### src/rtl/seg_pkg.sv
// seg_pkg: shared types and constants for the seven-segment scan controller.
// Provides seg_pat_t, SEG_OFF and the 16-entry hex glyph table (active-high {g..a}).
package seg_pkg;

  typedef logic [6:0] seg_pat_t;

  localparam seg_pat_t SEG_OFF = 7'h00;

  // Glyphs for 0-9, A, b, C, d, E, F; bit 0 = segment a.
  localparam seg_pat_t SEG_LUT [16] = '{
    7'h3F, 7'h06, 7'h5B, 7'h4F,
    7'h66, 7'h6D, 7'h7D, 7'h07,
    7'h7F, 7'h6F, 7'h77, 7'h7C,
    7'h39, 7'h5E, 7'h79, 7'h71
  };

  function automatic seg_pat_t seg_lookup(
    input logic [3:0] nib
  );
    return SEG_LUT[nib];
  endfunction

endpackage

### src/rtl/seg_hex_decode.sv
// seg_hex_decode: combinational hex nibble to seven-segment glyph.
// Ports: nib (4-bit hex digit in), pat (active-high {g..a} out).
module seg_hex_decode
  import seg_pkg::*;
(
  input  logic [3:0] nib,
  output seg_pat_t   pat
);

  assign pat = seg_lookup(nib);

endmodule

### src/rtl/seg_scan_ctrl.sv
// seg_scan_ctrl: multiplexed hex display scanner with double buffer, PWM, dead time.
// Ports: clk, rst (sync high), value_i/dp_i/load_i (shadow load), bright_i (0..15),
//   seg_o {dp,g..a}, an_o (one-hot), frame_o (frame-end pulse), pending_o (shadow unshown).
//   Optional: LEADING_ZERO_BLANK_EN blanks leading zero digits above digit 0.
module seg_scan_ctrl
  import seg_pkg::*;
#(
  parameter int unsigned DIGITS         = 8,
  parameter int unsigned SCAN_DIV       = 1000,
  parameter int unsigned BLANK_CYC      = 2,
  parameter bit          ACTIVE_LOW_SEG = 1'b1,
  parameter bit          ACTIVE_LOW_AN  = 1'b1
) (
  input  logic                  clk,
  input  logic                  rst,
  input  logic [4*DIGITS-1:0]   value_i,
  input  logic [DIGITS-1:0]     dp_i,
  input  logic                  load_i,
  input  logic [3:0]            bright_i,
  output logic [7:0]            seg_o,
  output logic [DIGITS-1:0]     an_o,
  output logic                  frame_o,
  output logic                  pending_o
);

  localparam int unsigned IW = (DIGITS > 1) ? $clog2(DIGITS) : 1;
  localparam int unsigned CW = $clog2(SCAN_DIV);

  localparam logic [CW-1:0] CNT_MAX = CW'(SCAN_DIV - 1);
  localparam logic [IW-1:0] IDX_MAX = IW'(DIGITS - 1);

  // XOR masks that map internal active-high levels onto pin polarity.
  localparam logic [7:0] SEG_INV =
    ACTIVE_LOW_SEG ? 8'hFF : 8'h00;
  localparam logic [DIGITS-1:0] AN_INV =
    ACTIVE_LOW_AN ? {DIGITS{1'b1}} : {DIGITS{1'b0}};

  logic [CW-1:0]         cnt;
  logic [IW-1:0]         idx;
  logic [4*DIGITS-1:0]   shadow_val;
  logic [DIGITS-1:0]     shadow_dp;
  logic [4*DIGITS-1:0]   active_val;
  logic [DIGITS-1:0]     active_dp;
  logic                  pending;

  logic                  slot_end;
  logic                  frame_end;
  logic [31:0]           cnt_w;
  logic [31:0]           thresh;
  logic                  lit;
  logic [3:0]            nibs [DIGITS];
  logic [3:0]            cur_nib;
  seg_pat_t              dec_pat;
  seg_pat_t              shown_pat;
  logic                  blank;
  logic [DIGITS-1:0]     an_sel;
  logic [7:0]            seg_next;
  logic [DIGITS-1:0]     an_next;

  assign slot_end  = (cnt == CNT_MAX);
  assign frame_end = slot_end && (idx == IDX_MAX);

  // bright 15 yields thresh == SCAN_DIV, i.e. lit to the slot end.
  assign cnt_w  = 32'(cnt);
  assign thresh = ((32'(bright_i) + 32'd1) * SCAN_DIV) >> 4;
  assign lit    = (cnt_w >= BLANK_CYC) && (cnt_w < thresh);

  always_comb begin
    for (int k = 0; k < DIGITS; k++) begin
      nibs[k] = active_val[4*k +: 4];
    end
  end

  assign cur_nib = nibs[idx];

  seg_hex_decode u_dec (
    .nib (cur_nib),
    .pat (dec_pat)
  );

`ifdef LEADING_ZERO_BLANK_EN
  // upper_zero[k]: nibble k and every nibble above it are zero.
  logic [DIGITS-1:0] upper_zero;

  always_comb begin
    logic acc;
    acc        = 1'b1;
    upper_zero = '0;
    for (int k = DIGITS - 1; k >= 0; k--) begin
      acc           = acc && (nibs[k] == 4'h0);
      upper_zero[k] = acc;
    end
  end

  assign blank = (idx != '0) && upper_zero[idx];
`else
  assign blank = 1'b0;
`endif

  assign shown_pat = blank ? SEG_OFF : dec_pat;

  always_comb begin
    an_sel      = '0;
    an_sel[idx] = 1'b1;
  end

  // Dead time and PWM off-time both force everything dark.
  assign seg_next = lit ? {active_dp[idx], shown_pat}
                        : {1'b0, SEG_OFF};
  assign an_next  = lit ? an_sel : '0;

  always_ff @(posedge clk) begin
    if (rst) begin
      cnt        <= '0;
      idx        <= '0;
      shadow_val <= '0;
      shadow_dp  <= '0;
      active_val <= '0;
      active_dp  <= '0;
      pending    <= 1'b0;
      seg_o      <= SEG_INV;
      an_o       <= AN_INV;
    end else begin
      cnt <= slot_end ? '0 : cnt + 1'b1;
      if (slot_end) begin
        idx <= (idx == IDX_MAX) ? '0 : idx + 1'b1;
      end

      // A load landing on the frame-end cycle bypasses the shadow
      // so it is visible from the very next frame.
      if (load_i && frame_end) begin
        shadow_val <= value_i;
        shadow_dp  <= dp_i;
        active_val <= value_i;
        active_dp  <= dp_i;
        pending    <= 1'b0;
      end else if (frame_end) begin
        if (pending) begin
          active_val <= shadow_val;
          active_dp  <= shadow_dp;
        end
        pending <= 1'b0;
      end else if (load_i) begin
        shadow_val <= value_i;
        shadow_dp  <= dp_i;
        pending    <= 1'b1;
      end

      seg_o <= seg_next ^ SEG_INV;
      an_o  <= an_next ^ AN_INV;
    end
  end

  assign frame_o   = frame_end;
  assign pending_o = pending;

endmodule

### config.mk
export PLATFORM = sky130hd
export DESIGN_NAME = seg_scan_ctrl
export DESIGN_NICKNAME = d
export VERILOG_FILES = /design/src/rtl/seg_pkg.sv /design/src/rtl/seg_hex_decode.sv /design/src/rtl/seg_scan_ctrl.sv
export SDC_FILE = /design/constraint.sdc
export NUM_CORES = 1
export LEC_CHECK = 0
export CAP_MARGIN = 10
export CELL_PAD_IN_SITES_DETAIL_PLACEMENT = 0
export CELL_PAD_IN_SITES_GLOBAL_PLACEMENT = 1
export CORE_UTILIZATION = 41
export CTS_BUF_LIST = sky130_fd_sc_hd__clkbuf_2
export DETAILED_ROUTE_END_ITERATION = 10
export PLACE_DENSITY = 0.82
export SYNTH_ARGS = -nofsm -noshare
export SYNTH_HDL_FRONTEND = slang
export SYNTH_SLANG_ARGS = --single-unit
### constraint.sdc
create_clock -name clk -period 5.9 [get_ports clk]
set_input_delay 1.18 -clock clk [delete_from_list [all_inputs] [get_ports clk]]
set_output_delay 1.18 -clock clk [all_outputs]
set_load 0.05 [all_outputs]
-- Yosys cells after proc, flatten, opt, wreduce, memory -nomap -nowiden
Memory sizes are Yosys's and may differ from the RTL's.
Cells that the tools add are included.
- input port bits: 47
- word-level logic and storage cells: 62
- memories kept: 1
- bits in latches: 0
- flip-flop bits (word level): 110
- RAM bits: 0
- ROM bits: 112
- memories (name ; depth ; bits a word ; read ports ; clocked after Yosys merged registers in ; write ports ; RTL line ; RTL):
    (no name shown) ; 16 ; 7 ; 1 ; 0 ; 0 ; seg_pkg.sv:20 ; return SEG_LUT[nib];
- $mul: 1
- bitwise logic cells: 4
- reduce and logical (&&, ||, !) cells: 11
- shifts and indexed selects: 0
- equality and inequality tests: 3
- div/mod/pow operators: 0
- $add $sub $neg: 3
- order comparisons: 6
- multiplexer cells: 24
- operator list (cell ; number):
    2-to-1 mux 32 bit ; 6
    2-to-1 mux 8 bit ; 8
    inverter 8 bit ; 2
    2-to-1 mux 7 bit ; 2
    binary-select mux 4 bit (select 3 bit) ; 1
    multiplier 5 x 7 -> 12 bit, second input constant ; 1
    < comparator 10 x 11 -> 1 bit ; 1
    adder 10 x 1 -> 10 bit, second input constant ; 1
    equality test 10 bit, second input constant ; 1
    greater-or-equal comparator 10 x 2 -> 1 bit, second input constant ; 1
    2-to-1 mux 4 bit ; 2
    nonzero test 2 bit ; 3
    adder 4 x 1 -> 5 bit, second input constant ; 1
    greater-or-equal comparator 5 bit, second input constant ; 1
    inverter 4 -> 5 bit ; 1
    greater-or-equal comparator 4 bit, second input constant ; 1
    logical AND 1 bit ; 4
    < comparator 3 x 4 -> 1 bit, second input constant ; 1
    inverter 3 -> 4 bit ; 1
    AND reduction 2 bit ; 2
    adder 3 x 1 -> 3 bit, second input constant ; 1
    binary-select mux 1 bit (select 3 bit) ; 1
    demux 1 bit (select 3 bit) ; 1
    equality test 3 bit, second input constant ; 1
    other kinds (6) ; 7

-- Depth between registers and ports, before layout
- depth after elaboration: 10
- depth in mapped cells: 22

-- Cells and area by module
From an unflattened synthesis, not the netlist that was laid out.
- cell total of the unflattened synthesis: 563
- area total of the unflattened synthesis: 5617.9 sq um
- by module, submodules not included (module ; cells an instance ; area each (sq um) ; instances):
    seg_scan_ctrl ; 530 ; 5330.1 ; 1
    seg_hex_decode ; 33 ; 287.8 ; 1

-- Least setup slack after synthesis
No wires, ideal clock.
- path type: input -> register
- start: input bright_i[0]
- end: register seg_o[4]
- path buffers: 1
- slack: -0.009 ns
- arrival time: 5.780 ns
- library setup time: 0.129 ns
- stages on the path: 19
- cell sequence: ha_1 xor2_1 inv_1 fa_1 fa_1 fa_1 inv_1 ha_1 o21ai_0 o21bai_1 a21oi_1 xor2_1 ha_1 a211oi_1 o211ai_1 a31o_2 a221oi_2 buf_2 o211ai_1
- cells in the longest elaborated chain, start to end: 6
- ends and longest elaborated chain (element ; RTL line ; RTL):
    start: declaration ; seg_scan_ctrl.sv:19 ; input logic [3:0] bright_i,
    adder 4 x 1 -> 5 bit ; seg_scan_ctrl.sv:65 ; assign thresh = ((32'(bright_i) + 32'd1) * SCAN_DIV) >> 4;
    multiplier 5 x 7 -> 12 bit ; seg_scan_ctrl.sv:65 ;
    < comparator 10 x 11 -> 1 bit ; seg_scan_ctrl.sv:66 ; assign lit = (cnt_w >= BLANK_CYC) && (cnt_w < thresh);
    logical AND 1 bit ; seg_scan_ctrl.sv:66 ;
    2-to-1 mux 8 bit ; seg_scan_ctrl.sv:108 ; assign seg_next = lit ? {active_dp[idx], shown_pat}
    inverter 8 bit (no line) ; -- ;
    end signal: assignment ; seg_scan_ctrl.sv:149 ; seg_o <= seg_next ^ SEG_INV;
    end: declaration ; seg_scan_ctrl.sv:20 ; output logic [7:0] seg_o,
No other way between the ends.
A chain may end at the register's enable or synchronous reset.

-- Worst setup path after layout
- start: input bright_i[3]
- end: register seg_o[5]
The elaborated chain is that of the path after synthesis.

==> qor.yml <==
place:
  post_dp_cell_area_um2: 6390
  place_congestion: 0.849
  hpwl_um: 8630
  io_buffers: 64
  place_inst: 799
grt:
  grt_pass1_wl_um: 20300
  antenna_found_initial: 0
  grt_max_degree: 68
  grt-ovfl-total: 0
  grt_pass1_vias: 4281
  grtUsageTotal_pct: 17.9
die:
  coreArea_um2: 12900
  fp.dieW_um: 118
  io_pins: 65
  rows: 41
  die_height_um: 118
  die-area_um2: 13900
  start_util_pct: 42.8
run:
  drv_cap: 0
clock_tree:
  clock-sinks: 110
  clk_latency_ns: 0.60
  clk_pin_slew_ns: 0.29
  clock_tree.buffer_depth: 2
  h-tree-depth: 3
  holdBufCountCts: 0
  root_buffer: "clkbuf_2"
  cts_buffers: 9
  tritoncts: "done"
yosys:
  netlist_instances: 574
  ys_seq_area_share_pct: 40.0
  synth_mux_area_share_pct: 12.1
  ys_types: 52
  synth-main-ff-cell: "dfxtp_1"
  syn_avg_cell_area_um2: 9.60
  synth-simple-area-share_pct: 12.9
  synth_area_um2: 5510
  synth_compound_area_share_pct: 14.3
  synth_edf_count: 0
  post_synth_fa_ha_maj_area_fraction_pct: 12.3
  ys_ff_latch: 110
  synth_top_family_by_area: "compound AO/OA/AOI/OAI gates"
  yosysWarnings: 0
  synth_nets: 669
  synth_xor_area_share_pct: 2.70
  async_flop_share_pct: 0
timing:
  tightest_slew_ns: 1.04
  rsz0062_at_grt: "no"
  setup_violations: 0
  fin_crit_ns: 5.56
  whs_ns: 0.473
  hold_violations: 0
  post-route-period-util_pct: 94.2
  clock_skew_ns: 0.0428
  setup_tns_ns: 0
  max_freq_ghz: 0.180
  slew_headroom_pct: 29.0
  slew_violations: 0
finish:
  final_nets: 735
  fillers: 1210
  fin_area_um2: 6610
  syn2layout_area_growth_pct: 20.0
  finalNonFillerCells: 817
  drive_above_1_share_pct: 11.5
  diodes: 0
  seq_area_um2: 2200
  multiInputGateArea_um2: 3070
routing:
  drc: 0
  vias: 4283
  drtIter0Drc: 290
  wirelength_um: 11900
  routed_via_density: 5.24
  wl_per_cell_um: 14.6
  first_pass_iters: 4
  drtAntennaViolNets: 0
worst_setup_path:
  arrival_ns: 5.99
  cp-end-kind: "register"
  path_max_fanout: 8
  critical_path_buf_inv_count: 5
  crit_chain: "clkdlybuf4s50_1 > nand3_1 > inv_2 > fa_2 > fa_1 > fa_1 > inv_1 > ha_1 > buf_4 > nor2b_1 > o21ai_1 > nand2b_1 > xnor2_1 > ha_1 > a211oi_2 > o211ai_1 > a31o_2 > a221oi_4 > buf_12 > o221ai_1"
  cp_data_required_time_ns: 6.34
  startpoint_type: "primary input"
  cp_top_family: "adder cells"
  slowest_stage: "clkdlybuf4s50_1"
  crit_type: "in -> reg"
  critPathMaxStageDelay_ns: 0.56
power_and_ir_drop:
  max-vdd-ir-drop_mv: 0.157
  p_leak_nw: 2.70
  power.density_nw_per_um2: 244
hold_path:
  hold_class: "reg -> reg"
outcome:
  status: "finished, final reports clean"
worst min-delay path: stages (launching register included):
cell	delay, ns
dfxtp_1	0.38
nand2_1	0.05
a21oi_1	0.05
cell families (layout without fill, tap and decap cells):
family                   Yosys count  after routing
AO/OA/AOI/OAI                    112            112
multiplexers                      59             59
AND/OR/NAND/NOR                  158            158
buffers and inverters             70            141
adder cells (fa/ha/maj)           48             48
XOR/XNOR                          17             17
flip-flops                       110            110
cells in the final DEF, fill, tap and decap left out, types with 17 or more instances in the layout:
| cell type | synthesis | routed |
|---|---|---|
| o221ai_1 | 23 | 23 |
| buf_4 | 2 | 27 |
| nand2_1 | 35 | 35 |
| a21oi_1 | 34 | 33 |
| dfxtp_1 | 110 | 110 |
| ha_1 | 38 | 37 |
| a211oi_1 | 19 | 17 |
| inv_1 | 31 | 30 |
| clkdlybuf4s50_1 | 0 | 59 |
| nor2_1 | 77 | 77 |
| mux2i_1 | 51 | 51 |
report_power, final:
part	switching (mW)	internal, mW	leakage [nW]
clock	0.248	0.104	0.0721
combinational	0.247	0.232	1.73
sequential	0.0110	0.770	0.897
total	0.507	1.11	2.70
routing by layer:
| layer | global-route usage, % | part of all wire, % | up-vias | wire (um) |
|---|---|---|---|---|
| li1 | - | - | 2148 | - |
| met1 | 23.0 | 46 | 2029 | 5440 |
| met2 | 30.3 | 49 | 94 | 5790 |
| met3 | 3.97 | 4.6 | 12 | 552 |
| met4 | 4.41 | 1.2 | 0 | 138 |
| met5 | 0 | 0 | - | 0 |
flip-flops by register name, indices dropped and copies added (netlist names):
name,flops
shadow_val,32
seg_o,8
an_o,8
shadow_dp,8
active_val,32
cnt,10
active_dp,8
idx,3
pending_o,1
through the flow:
step	power (mW)	utilization (%)	worst slack, ns
after CTS	1.60	50.5	0.0235
after global placement	1.22	49.6	-0.402
after global routing	1.72	51.3	0.148
after floorplan	1.08	-	0.0387
final	1.61	51.3	0.341
after detailed placement	1.24	49.6	-0.569
synthesized netlist by cell type, drive strengths merged, types with 3 or more instances:
| cell | number | share of area (%) |
|---|---|---|
| fa | 10 | 3.6 |
| xor2 | 4 | 0.64 |
| clkbuf | 14 | 0.95 |
| ha | 38 | 8.6 |
| nand2b | 6 | 0.68 |
| nor2b | 4 | 0.45 |
| mux2i | 51 | 9.3 |
| nor2 | 77 | 5.2 |
| mux4 | 6 | 2.5 |
| a211oi | 20 | 2.8 |
| nand3b | 3 | 0.41 |
| dfxtp | 110 | 40 |
| xnor2 | 13 | 2.1 |
| a21oi | 34 | 3.1 |
| o211ai | 6 | 0.82 |
| nand3 | 11 | 1.0 |
| nand4 | 3 | 0.34 |
| o21ai | 14 | 1.3 |
| buf | 24 | 2.5 |
| nand2 | 35 | 2.4 |
| nor3 | 8 | 1.0 |
| inv | 31 | 2.1 |
| o221ai | 26 | 4.5 |
final timing paths:
kind | slack [ns] | start | endpoint | depth (start not counted)
worst max-delay path | 0.34 | bright_i[3] | seg_o[5] | 20
worst min-delay path | 0.47 | active_val[25] | active_val[25] | 2
worst max register to register | 2.78 | cnt[1] | active_val[1] | 7
worst min register to register | 0.47 | active_val[25] | active_val[25] | 2
area by class of cell:
class                   instances  share of cell area [%]
multi-input cells             394                    46.4
flip-flops and latches        110                    33.3
repair buffers                 93                    13.4
well taps                     172                    3.26
inverters                      32                    1.82
clock inverters                 6                    1.06
clock buffers                  10                   0.757
timing repair:
action	in CTS	in global routing
endpoints found under the setup margin	0	16
setup buffers	0	1
resized for setup	0	18
Note: power is estimated with default switching activity, not from simulation.
